$ cat config.mk
export PLATFORM = sky130hd
export DESIGN_NAME = ball_motion
export DESIGN_NICKNAME = d
export VERILOG_FILES = /design/src/rtl/display_pkg.sv /design/src/rtl/sprite_pkg.sv /design/src/rtl/sprite_overlap.sv /design/src/rtl/ball_motion.sv
export SDC_FILE = /design/constraint.sdc
export NUM_CORES = 1
export LEC_CHECK = 0
export CAP_MARGIN = 0
export CORE_MARGIN = 1.5
export CORE_UTILIZATION = 55
export DETAILED_ROUTE_END_ITERATION = 8
export PLACE_DENSITY = 0.88
export SLEW_MARGIN = 10
export SYNTH_ARGS = -nofsm -noshare
export SYNTH_HDL_FRONTEND = slang
export SYNTH_SLANG_ARGS = --single-unit
$ cat constraint.sdc
create_clock -name clk_i -period 11.1 [get_ports clk_i]
set_input_delay 2.22 -clock clk_i [delete_from_list [all_inputs] [get_ports clk_i]]
set_output_delay 2.22 -clock clk_i [all_outputs]
set_load 0.05 [all_outputs]
$ cat src/rtl/display_pkg.sv
// Display-wide geometry and colour constants shared by the video pipeline.
package display_pkg;

    localparam int RGB_W    = 12;
    localparam int X_POS_W  = 10;
    localparam int Y_POS_W  = 10;
    localparam int SCREEN_W = 640;
    localparam int SCREEN_H = 480;

endpackage

$ cat src/rtl/sprite_pkg.sv
// Sprite bounding-box type used between motion controllers and the display stage,
// plus the ball controller state type.
package sprite_pkg;

    import display_pkg::*;

    // right/bottom are exclusive edges: right = x_pos + width
    typedef struct packed {
        logic [X_POS_W-1:0] x_pos;
        logic [Y_POS_W-1:0] y_pos;
        logic [X_POS_W-1:0] right;
        logic [Y_POS_W-1:0] bottom;
    } sprite_t;

    typedef enum logic [1:0] {
        IDLE,
        SERVE,
        PLAY
    } ball_state_t;

endpackage

$ cat src/rtl/sprite_overlap.sv
// Pure combinational axis-aligned box test of two sprites; touching edges count as overlap.
module sprite_overlap
    import sprite_pkg::*;
(
    input  sprite_t a,
    input  sprite_t b,
    output logic    hit
);

    assign hit = (a.x_pos <= b.right)  && (b.x_pos <= a.right) &&
                 (a.y_pos <= b.bottom) && (b.y_pos <= a.bottom);

endmodule

$ cat src/rtl/ball_motion.sv
// Frame-rate ball controller: holds the ball for a serve, then moves it once per frame,
// bouncing off walls and paddles and pulsing a score event when a side misses.
module ball_motion
    import sprite_pkg::*;
#(
    parameter int SCREEN_W     = display_pkg::SCREEN_W,
    parameter int SCREEN_H     = display_pkg::SCREEN_H,
    parameter int BALL_SIZE    = 8,
    parameter int SPEED_X      = 2,
    parameter int SPEED_Y      = 1,
    parameter int SERVE_FRAMES = 60
) (
    input  logic    clk_i,
    input  logic    rst_ni,
    input  logic    frame_tick_i,
    input  logic    start_i,
    input  sprite_t paddle_l_i,
    input  sprite_t paddle_r_i,
    output sprite_t ball_o,
    output logic    score_l_o,
    output logic    score_r_o,
    output logic    in_play_o
);

    localparam int XW    = display_pkg::X_POS_W;
    localparam int YW    = display_pkg::Y_POS_W;
    localparam int CNT_W = $clog2(SERVE_FRAMES + 1);

    localparam logic [XW-1:0]    X_CENTRE = XW'((SCREEN_W - BALL_SIZE) / 2);
    localparam logic [YW-1:0]    Y_CENTRE = YW'((SCREEN_H - BALL_SIZE) / 2);
    localparam logic [YW-1:0]    Y_FLOOR  = YW'(SCREEN_H - 1 - BALL_SIZE);
    localparam logic [XW-1:0]    STEP_X   = XW'(SPEED_X);
    localparam logic [YW-1:0]    STEP_Y   = YW'(SPEED_Y);
    localparam logic [XW-1:0]    BALL_X   = XW'(BALL_SIZE);
    localparam logic [YW-1:0]    BALL_Y   = YW'(BALL_SIZE);
    localparam logic [CNT_W-1:0] SERVE_LAST = CNT_W'(SERVE_FRAMES - 1);

    ball_state_t      state_q, state_d;
    logic [CNT_W-1:0] cnt_q, cnt_d;
    logic [XW-1:0]    x_q, x_d;
    logic [YW-1:0]    y_q, y_d;
    logic             dir_x_q, dir_x_d;
    logic             dir_y_q, dir_y_d;
    logic             score_l_q, score_l_d;
    logic             score_r_q, score_r_d;

    sprite_t          ball_box;
    sprite_t          sweep_box;
    logic             overlap_l, overlap_r;
    logic             miss_left_edge, miss_right_edge;
    logic             wall_top, wall_bottom;
    logic [XW-1:0]    snap_r;

    assign ball_box.x_pos  = x_q;
    assign ball_box.y_pos  = y_q;
    assign ball_box.right  = x_q + BALL_X;
    assign ball_box.bottom = y_q + BALL_Y;

    assign ball_o    = ball_box;
    assign score_l_o = score_l_q;
    assign score_r_o = score_r_q;
    assign in_play_o = (state_q == PLAY);

    // Edge tests carry one extra bit so the look-ahead sums can never wrap.
    assign miss_left_edge  = !dir_x_q && ({1'b0, x_q} < {1'b0, STEP_X});
    assign miss_right_edge =  dir_x_q &&
        (({1'b0, x_q} + (XW+1)'(BALL_SIZE + SPEED_X)) > (XW+1)'(SCREEN_W - 1));
    assign wall_top        = !dir_y_q && ({1'b0, y_q} < {1'b0, STEP_Y});
    assign wall_bottom     =  dir_y_q &&
        (({1'b0, y_q} + (YW+1)'(BALL_SIZE + SPEED_Y)) > (YW+1)'(SCREEN_H - 1));

    // The paddle test uses the box swept by this frame's step, extended only toward the motion.
    always_comb begin
        sweep_box = ball_box;
        if (dir_x_q) begin
            sweep_box.right = ball_box.right + STEP_X;
        end else begin
            sweep_box.x_pos = (x_q < STEP_X) ? '0 : x_q - STEP_X;
        end
    end

    sprite_overlap u_overlap_l (
        .a   (sweep_box),
        .b   (paddle_l_i),
        .hit (overlap_l)
    );

    sprite_overlap u_overlap_r (
        .a   (sweep_box),
        .b   (paddle_r_i),
        .hit (overlap_r)
    );

    assign snap_r = (paddle_r_i.x_pos < BALL_X) ? '0 : paddle_r_i.x_pos - BALL_X;

    always_ff @(posedge clk_i or negedge rst_ni) begin
        if (!rst_ni) begin
            state_q   <= IDLE;
            cnt_q     <= '0;
            x_q       <= X_CENTRE;
            y_q       <= Y_CENTRE;
            dir_x_q   <= 1'b1;
            dir_y_q   <= 1'b1;
            score_l_q <= 1'b0;
            score_r_q <= 1'b0;
        end else begin
            state_q   <= state_d;
            cnt_q     <= cnt_d;
            x_q       <= x_d;
            y_q       <= y_d;
            dir_x_q   <= dir_x_d;
            dir_y_q   <= dir_y_d;
            score_l_q <= score_l_d;
            score_r_q <= score_r_d;
        end
    end

    // Score pulses default low, so they last exactly one cycle after the tick that set them.
    always_comb begin
        state_d   = state_q;
        cnt_d     = cnt_q;
        x_d       = x_q;
        y_d       = y_q;
        dir_x_d   = dir_x_q;
        dir_y_d   = dir_y_q;
        score_l_d = 1'b0;
        score_r_d = 1'b0;

        if (frame_tick_i) begin
            unique case (state_q)
                IDLE: begin
                    if (start_i) begin
                        state_d = SERVE;
                        cnt_d   = '0;
                    end
                end
                SERVE: begin
                    x_d   = X_CENTRE;
                    y_d   = Y_CENTRE;
                    cnt_d = cnt_q + CNT_W'(1);
                    if (cnt_q == SERVE_LAST) begin
                        state_d = PLAY;
                    end
                end
                PLAY: begin
                    if (miss_left_edge || miss_right_edge) begin
                        score_r_d = miss_left_edge;
                        score_l_d = miss_right_edge;
                        dir_x_d   = miss_left_edge;
                        x_d       = X_CENTRE;
                        y_d       = Y_CENTRE;
                        cnt_d     = '0;
                        state_d   = SERVE;
                    end else begin
                        if (dir_x_q && overlap_r) begin
                            x_d     = snap_r;
                            dir_x_d = 1'b0;
                        end else if (!dir_x_q && overlap_l) begin
                            x_d     = paddle_l_i.right;
                            dir_x_d = 1'b1;
                        end else begin
                            x_d = dir_x_q ? x_q + STEP_X : x_q - STEP_X;
                        end

                        if (wall_top) begin
                            y_d     = '0;
                            dir_y_d = 1'b1;
                        end else if (wall_bottom) begin
                            y_d     = Y_FLOOR;
                            dir_y_d = 1'b0;
                        end else begin
                            y_d = dir_y_q ? y_q + STEP_Y : y_q - STEP_Y;
                        end
                    end
                end
                default: begin
                    state_d = IDLE;
                end
            endcase
        end
    end

endmodule

==> results of run 1 <==
## final cells by class
class	instances	area share, %
multi-input combinational	531	59.9
timing repair buffer	127	19.4
sequential	32	12.5
inverter	77	4.41
tap	111	2.12
clock buffer	5	1.05
clock inverter	3	0.649
## power groups by stage
| stage | clock network, mW | registers (mW) | logic (mW) |
|---|---|---|---|
| detailed placement | 0 | 0.231 | 0.826 |
| finish | 0.116 | 0.234 | 0.834 |
| floorplan | 0 | 0.235 | 0.585 |
| global placement | 0 | 0.231 | 0.789 |
| CTS | 0.116 | 0.230 | 0.830 |
| global route | 0.122 | 0.238 | 0.912 |
## cells by family (layout without fill, tap and decap cells)
family          after synthesis  in the layout
simple gates                226            226
flops                        32             32
buf+inv                     108            212
mux                          16             16
fa+ha+maj                   102            102
xor+xnor                     33             33
compound gates              154            154
## final timing paths
kind	startpoint	to	slack, ns	depth (start not counted)
max	paddle_l_i[3]	x_q[7]	5.59	11
min	cnt_q[5]	cnt_q[5]	0.52	2
max reg2reg	x_q[3]	x_q[1]	5.88	16
min reg2reg	cnt_q[5]	cnt_q[5]	0.52	2
max in group asynchronous	rst_ni	dir_y_q	8.42	2
min in group asynchronous	rst_ni	score_r_o	2.33	2
## sequential cells by signal, indices dropped and copies added, names as in the netlist
register and flops:
score_r_o 1, y_q 10, cnt_q 6, dir_y_q 1
score_l_o 1, dir_x_q 1, state_q 2, x_q 10
## worst min-delay path, stage by stage, from the launching register on
cell and delay (ns):
dfrtp_1 0.37, nand2_1 0.06, o221ai_1 0.06
## per-layer routing
layer / vias to the layer above / GRT usage [%]
met3: 54 / 4.74
met2: 246 / 54.0
met4: 0 / 13.8
li1: 2613 / -
met1: 2515 / 35.4
met5: - / 0
## per-stage QoR
step / setup slack, ns / power (mW) / std cells / hold WS [ns] / utilization [%]
4_1_cts: 5.61 / 1.18 / 886 / 0.523 / 71.2
2_1_floorplan: 6.53 / 0.820 / 671 / 0.468 / -
3_5_place_dp: 5.33 / 1.06 / 878 / 0.505 / 70.0
5_1_grt: 5.43 / 1.27 / 886 / 0.557 / 71.2
6_report: 5.59 / 1.18 / 886 / 0.521 / 71.2
3_3_place_gp: 5.56 / 1.02 / 878 / 0.492 / 70.0
## cells in the final DEF (no fill, tap or decap), types with 3 or more instances in the layout
| cell | count |
|---|---|
| a2111oi_0 | 6 |
| a211oi_1 | 8 |
| a21o_1 | 13 |
| a21oi_1 | 43 |
| a31oi_1 | 3 |
| and2_1 | 4 |
| and3_1 | 5 |
| clkbuf_8 | 5 |
| clkdlybuf4s50_1 | 126 |
| dfrtp_1 | 20 |
| dfstp_2 | 12 |
| ha_1 | 102 |
| inv_1 | 75 |
| mux2i_1 | 14 |
| nand2_1 | 56 |
| nand2b_1 | 13 |
| nand3_1 | 29 |
| nand3b_1 | 3 |
| nand4_1 | 18 |
| nand4b_1 | 3 |
| nor2_1 | 34 |
| nor2b_1 | 6 |
| nor3_1 | 23 |
| nor3_2 | 3 |
| nor4_1 | 7 |
| o211ai_1 | 6 |
| o21ai_0 | 39 |
| o22ai_1 | 8 |
| o31ai_1 | 6 |
| or3_1 | 6 |
| xnor2_1 | 22 |
| xor2_1 | 11 |
==> summary.txt, run 1 <==
Critical path
  – Family with the most delay on the worst path: compound AO/OA/AOI/OAI gates
  – Data arrival time of the worst path: 5.69 ns
  – Crit path buf inv count: 2
  – Setup CP Type: in -> reg
  – CP Launch Type: input pin
  – Critical path's largest stage delay: around 0.90 ns
  – CP Cell Sequence: clkdlybuf4s50_1, inv_1, ha_1, a21o_1, a21o_1, a2111oi_0, o22ai_1, nor3_2, mux2i_1, nor2_1, a221o_1
  – CP required: approximately 11 ns
  – Highest net fanout along the worst path: 14
  – Crit. End Element: flip-flop
  – Slowest-stage cell, CP: nor3_2
  – CP most frequent cell: a21o_1

Layout
  – Design area: 0.00655 mm²
  – FF+latch area: between 800 and 900 µm²
  – Multi-input logic area: 0.00393 mm²
  – ANT cells: 0
  – Nets: 960
  – Layout cells sized above 1: 4.90%
  – Area grow syn2layout: 26.1%
  – Fillers: a little over 700

Synth
  – Post-Synth XOR/XNOR Area: 5.57%
  – Largest family of logic cells by synthesized area: adder cells
  – Synth top area share: 24.6%
  – Most common cell in the netlist: ha_1
  – Post-Syn Nets: 857
  – Top cell type by total area after synthesis: ha_1
  – Post-synthesis cell area: ~0.0052 mm²
  – Register area share after synthesis: 15.7%
  – EDFF count, synth: 0
  – Main flop type after synthesis: dfrtp_1
  – Fraction of synthesized area in multiplexers: 3.13%
  – Synth Warn #: 0
  – Synthesized area per cell: 7.74 µm²
  – Simple-gate share of the synthesized area: 23.4%
  – Async S/R FF share, synth: 100%
  – Seq cells post-synth: 32
  – Synth top cells by count: 102 x ha_1, 75 x inv_1, 56 x nand2_1
  – Synth Area in Compound Gates: 18.9%
  – Syn Inst Count: roughly 670
  – Synth unique cells: 64
  – Adder-cell share of the synthesized area: 24.6%
  – Main area contributors after synthesis: ha_1 25%, dfrtp_1 9.6%, dfstp_2 6.1%

Global route
  – Initial antenna violation count: 0
  – Remaining Overflow, GRT: 0
  – Tot GR Track Use: 30.2%
  – Vias in the first global route: roughly 5,400
  – Pin count of the biggest net entering global routing: 33
  – First-pass GRT wire length: 24.4 mm

Timing
  – Slew HR: between 20% and 30%
  – Fin crit share: 49.7%
  – Tmin final: 5.51 ns
  – Final Max Slew Viols: 0
  – Final setup vio count: 0
  – Slew @ Worst Pin: 1.11 ns
  – RSZ-0062 raised after global routing: no
  – F_max: 0.181 GHz
  – Setup TNS: 0 ns
  – Final hold violation count: 0
  – Clock Skew: between 0.002 and 0.003 ns

Pwr
  – Max VDD drop: 0.000239 V
  – Internal: 539 µW
  – Lkg Pwr: just under 3 nW
  – Clock share of power: 9.8%
  – Combinational power share: 70.5%
  – Power share of the sequential group: 19.7%
  – Switching part of the total: around 54%
  – Pwr/cell area: 181 mW/mm²
  – Switch Pwr: 645 µW

Routing
  – Drt wl/cell: 17.0 µm
  – WL met3: 1.12 mm
  – DRT antenna net count: 0
  – Metal-1 WL: ~5.9 mm
  – Via count: around 5,400
  – Detailed Route WL: 15.1 mm
  – Vias per cell: between 6 and 7
  – DRC Markers: 0
  – DR pass1 iterations: 5
  – Routed met2 length: 7.47 mm
  – Starting DRT DRC Count: between 300 and 400
  – Uppermost layer routed: met4

CTS
  – Clock root cell: clkbuf_8
  – Gates resized, CTS repair: 0
  – Worst-path clk slew: 0.07 ns
  – Worst skew pair latency: 0.29 ns
  – Setup Buffers After CTS: 0
  – CTS Hold Bufs: 0
  – Clk buf depth: 2
  – CTS buffer count: 5
  – CTS tree: built
  – H-tree depth: 2
  – Clock sink count: 32

Die
  – Die Area: 0.0100 mm²
  – Ports: between 100 and 150
  – Die W: 100 µm
  – Starting density of the core: 56.5%
  – Core area: 0.00920 mm²
  – Std-Cell Rows: 35
  – Die Y: 100 µm

Status
  – Status: finished, final reports clean

Placement
  – IO buf count: 126
  – Post-Place Cell Area: 0.00644 mm²
  – Dpl hpwl: 12.0 mm
  – GPL Wtd Cong: 0.928

Job
  – Max-cap violations: 0

Worst hold path
  – Hold Crit Class: reg -> reg
Note: power is estimated with default switching activity, not from simulation.
==> inputs of run 2 (changes only) <==
--- a/config.mk
+++ b/config.mk
@@ -7,9 +7,9 @@
 export LEC_CHECK = 0
 export CAP_MARGIN = 0
 export CORE_MARGIN = 1.5
-export CORE_UTILIZATION = 55
+export CORE_UTILIZATION = 47
 export DETAILED_ROUTE_END_ITERATION = 8
-export PLACE_DENSITY = 0.88
+export PLACE_DENSITY = 0.8
 export SLEW_MARGIN = 10
 export SYNTH_ARGS = -nofsm -noshare
 export SYNTH_HDL_FRONTEND = slang
==> constraint.sdc (replaced) <==
create_clock -name clk_i -period 4.6 [get_ports clk_i]
set_input_delay 0.92 -clock clk_i [delete_from_list [all_inputs] [get_ports clk_i]]
set_output_delay 0.92 -clock clk_i [all_outputs]
set_load 0.05 [all_outputs]
==> run 2 against run 1 <==
Compared with the run above: sequential power grew 130%; non-clock buffer count increased by 9; final cell count grew 4.3%; sequential share of layout area is 0.11 points lower; die area increased by 16%; clock power is 88% higher.
==> summary.txt, run 2 (same netlist as run 1, synthesis figures left out) <==
Timing
  – RSZ-0062 raised after global routing: no (unchanged)
  – F_max: 0.231 GHz
  – Tmin final: 4.33 ns
  – Setup TNS: 0 ns (unchanged)
  – Final hold violation count: 0 (unchanged)
  – Fin crit share: 94.2%
  – Final Hold Slack: 0.519 ns (was 0.521 ns)
  – Final setup vio count: 0 (unchanged)
  – Slew @ Worst Pin: 1.02 ns (was 1.11 ns)
  – Clock Skew: 0.00792 ns (was 0.00282 ns)
  – Final Max Slew Viols: 0 (unchanged)
  – Slew HR: 31.3% (was 25.7%)

CTS
  – H-tree depth: 2 (unchanged)
  – Worst skew pair latency: 0.29 ns (about the same)
  – Clk buf depth: 2 (unchanged)
  – Worst-path clk slew: 0.07 ns (about the same)
  – Clock root cell: clkbuf_8 (unchanged)
  – CTS tree: built (unchanged)
  – Clock sink count: 32 (unchanged)
  – CTS buffer count: 5 (unchanged)

Critical path
  – Crit path buf inv count: 1 (was 2)
  – Worst reg2reg setup slack: 0.27 ns (was 5.88 ns)
  – CP required: 4.83 ns (was 11.28 ns)
  – CP Launch Type: flip-flop (was input pin)
  – Slowest-stage cell, CP: dfstp_4 (was nor3_2)
  – Beginning of the worst register-to-register path: x_q[3] (unchanged)
  – R2R cell count: 16 (unchanged)
  – Data arrival time of the worst path: 4.57 ns (was 5.69 ns)
  – Setup CP Type: reg -> reg (was in -> reg)
  – Worst path depth: 16 (was 11)
  – Critical path's largest stage delay: 0.72 ns (was 0.90 ns)
  – Family with the most delay on the worst path: simple AND/OR/NAND/NOR gates (was compound AO/OA/AOI/OAI gates)
  – Reg2reg end: x_q[6] (was x_q[1])
  – CP Cell Sequence: clkinvlp_4, ha_1, nand2b_1, and3_1, nand2_1, nor3_2, mux2_2, ha_1, nand2_1, o21ai_0, nand2b_1, nor3b_1, nor4_4, or3_1, o31ai_1, a21o_1 (was clkdlybuf4s50_1, inv_1, ha_1, a21o_1, a21o_1, a2111oi_0, o22ai_1, nor3_2, mux2i_1, nor2_1, a221o_1)
  – Crit. End Element: flip-flop (unchanged)
  – Crit path launch: x_q[3] (was paddle_l_i[3])
  – Highest net fanout along the worst path: 13 (was 14)

Global route
  – First-pass GRT wire length: 25.3 mm (was 24.4 mm)
  – Remaining Overflow, GRT: 0 (unchanged)
  – Initial antenna violation count: 0 (unchanged)
  – Tot GR Track Use: 27.0% (was 30.2%)
  – Pin count of the biggest net entering global routing: 33 (unchanged)
  – Vias in the first global route: 5,379 (was 5,395)

Routing
  – Drt wl/cell: 16.9 µm (was 17.0 µm)
  – Detailed Route WL: 15.6 mm (was 15.1 mm)
  – DR pass1 iterations: 5 (unchanged)
  – Vias per cell: 5.89 (was 6.13)
  – DRT antenna net count: 0 (unchanged)
  – Starting DRT DRC Count: 349 (was 336)
  – Via count: 5,441 (was 5,428)
  – DRC Markers: 0 (unchanged)

Worst hold path
  – Hold EP: cnt_q[1] (was cnt_q[5])
  – Worst hold start: cnt_q[1] (was cnt_q[5])
  – Hold-critical path depth: 2 (unchanged)
  – Hold Crit Class: reg -> reg (unchanged)

Layout
  – Commonest non-fill, non-tap cell in the layout: clkdlybuf4s50_1 (unchanged)
  – Nets: 969 (was 960)
  – Most frequent cells in the layout: 126 x clkdlybuf4s50_1, 102 x ha_1, 74 x inv_1 (was 126 x clkdlybuf4s50_1, 102 x ha_1, 75 x inv_1)
  – Largest registers: x_q: 10 flops, y_q: 10 flops, cnt_q: 6 flops (unchanged)
  – ANT cells: 0 (unchanged)
  – Layout cells sized above 1: 6.12% (was 4.90%)
  – Area grow syn2layout: 27.9% (was 26.1%)

Pwr
  – Lkg Pwr: 3.00 nW (was 2.98 nW)
  – Pwr/cell area: 427 mW/mm² (was 181 mW/mm²)
  – Final Total Pwr: 2.83 mW (was 1.18 mW)
  – Max VDD drop: 0.000603 V (was 0.000239 V)

Die
  – Die Y: 108 µm (was 100 µm)
  – Starting density of the core: 48.1% (was 56.5%)
  – Die W: 108 µm (was 100 µm)
  – Die Area: 0.0117 mm² (was 0.0100 mm²)
  – Ports: 127 (unchanged)
  – Std-Cell Rows: 38 (was 35)
  – Core area: 0.0108 mm² (was 0.00920 mm²)

Placement
  – IO buf count: 126 (unchanged)
  – Dpl hpwl: 12.5 mm (was 12.0 mm)
  – GPL Wtd Cong: 0.942 (was 0.928)

Status
  – Status: finished, final reports clean (unchanged)

Job
  – Max-cap violations: 0 (unchanged)
## run 2: cell count changes in the layout (fill, tap and decap cells not counted), sizes merged
cell      previous run  this run
buf                  1        10
inv                 76        75
bufinv               1         0
clkbuf               5         6
clkinvlp             1         2
## run 2: through the flow
stage	setup WS (ns)	util, %	instance area (µm²)	instances
floorplan	0.0327	-	5190	671
global placement	0.443	60.5	6530	914
detailed placement	0.190	60.5	6530	914
CTS	0.197	61.3	6610	922
global route	0.0313	61.5	6640	924
finish	0.267	61.5	6640	924
## run 2: cell type report
cell class | instances | area (µm²)
multi-input cells | 531 | 3930
fillers | 957 | 4150
clock inverters | 2 | 12.5
flip-flops and latches | 32 | 820
inverters | 77 | 293
well taps | 140 | 175
repair buffers | 136 | 1340
clock buffers | 6 | 72.6
## run 2: worst max path at each step
stage             end  slack (ns)
6_report       x_q[6]        0.27
3_3_place_gp   x_q[6]        0.44
3_5_place_dp   x_q[7]        0.19
5_1_grt        x_q[9]        0.03
2_1_floorplan  x_q[1]        0.03
4_1_cts        x_q[7]        0.20
## run 2: report_power, final
group	internal [mW]	switching, mW	total [mW]
clock network	0.106	0.113	0.218
logic	0.806	1.27	2.08
registers	0.368	0.170	0.538
total	1.28	1.55	2.83
## run 2: timing repair
item,in CTS,in global routing
resized for setup,0,4
hold buffers,0,0
setup endpoints to repair,0,10
buffers inserted,0,2
## run 2: routing by layer
metal | track usage, % | wire [µm] | share of wire (%) | up-vias
met5 | 0 | 0 | 0 | -
met3 | 3.62 | 1040 | 6.7 | 36
met2 | 49.5 | 7800 | 50 | 230
li1 | - | - | - | 2629
met1 | 31.6 | 6330 | 41 | 2546
met4 | 10.4 | 433 | 2.8 | 0
## run 2: worst min-delay path, cell delays in order, from the launching register on
cell,delay [ns]
dfrtp_1,0.37
nand2_1,0.05
o21ai_0,0.06
==> inputs of run 3 (changes only) <==
--- a/config.mk
+++ b/config.mk
@@ -5,7 +5,7 @@
 export SDC_FILE = /design/constraint.sdc
 export NUM_CORES = 1
 export LEC_CHECK = 0
-export CAP_MARGIN = 0
+export CAP_MARGIN = 15
 export CORE_MARGIN = 1.5
 export CORE_UTILIZATION = 47
 export DETAILED_ROUTE_END_ITERATION = 8
==> results of run 3 <==
Same layout as run 2: the final DEF is identical, and so are final timing and power.
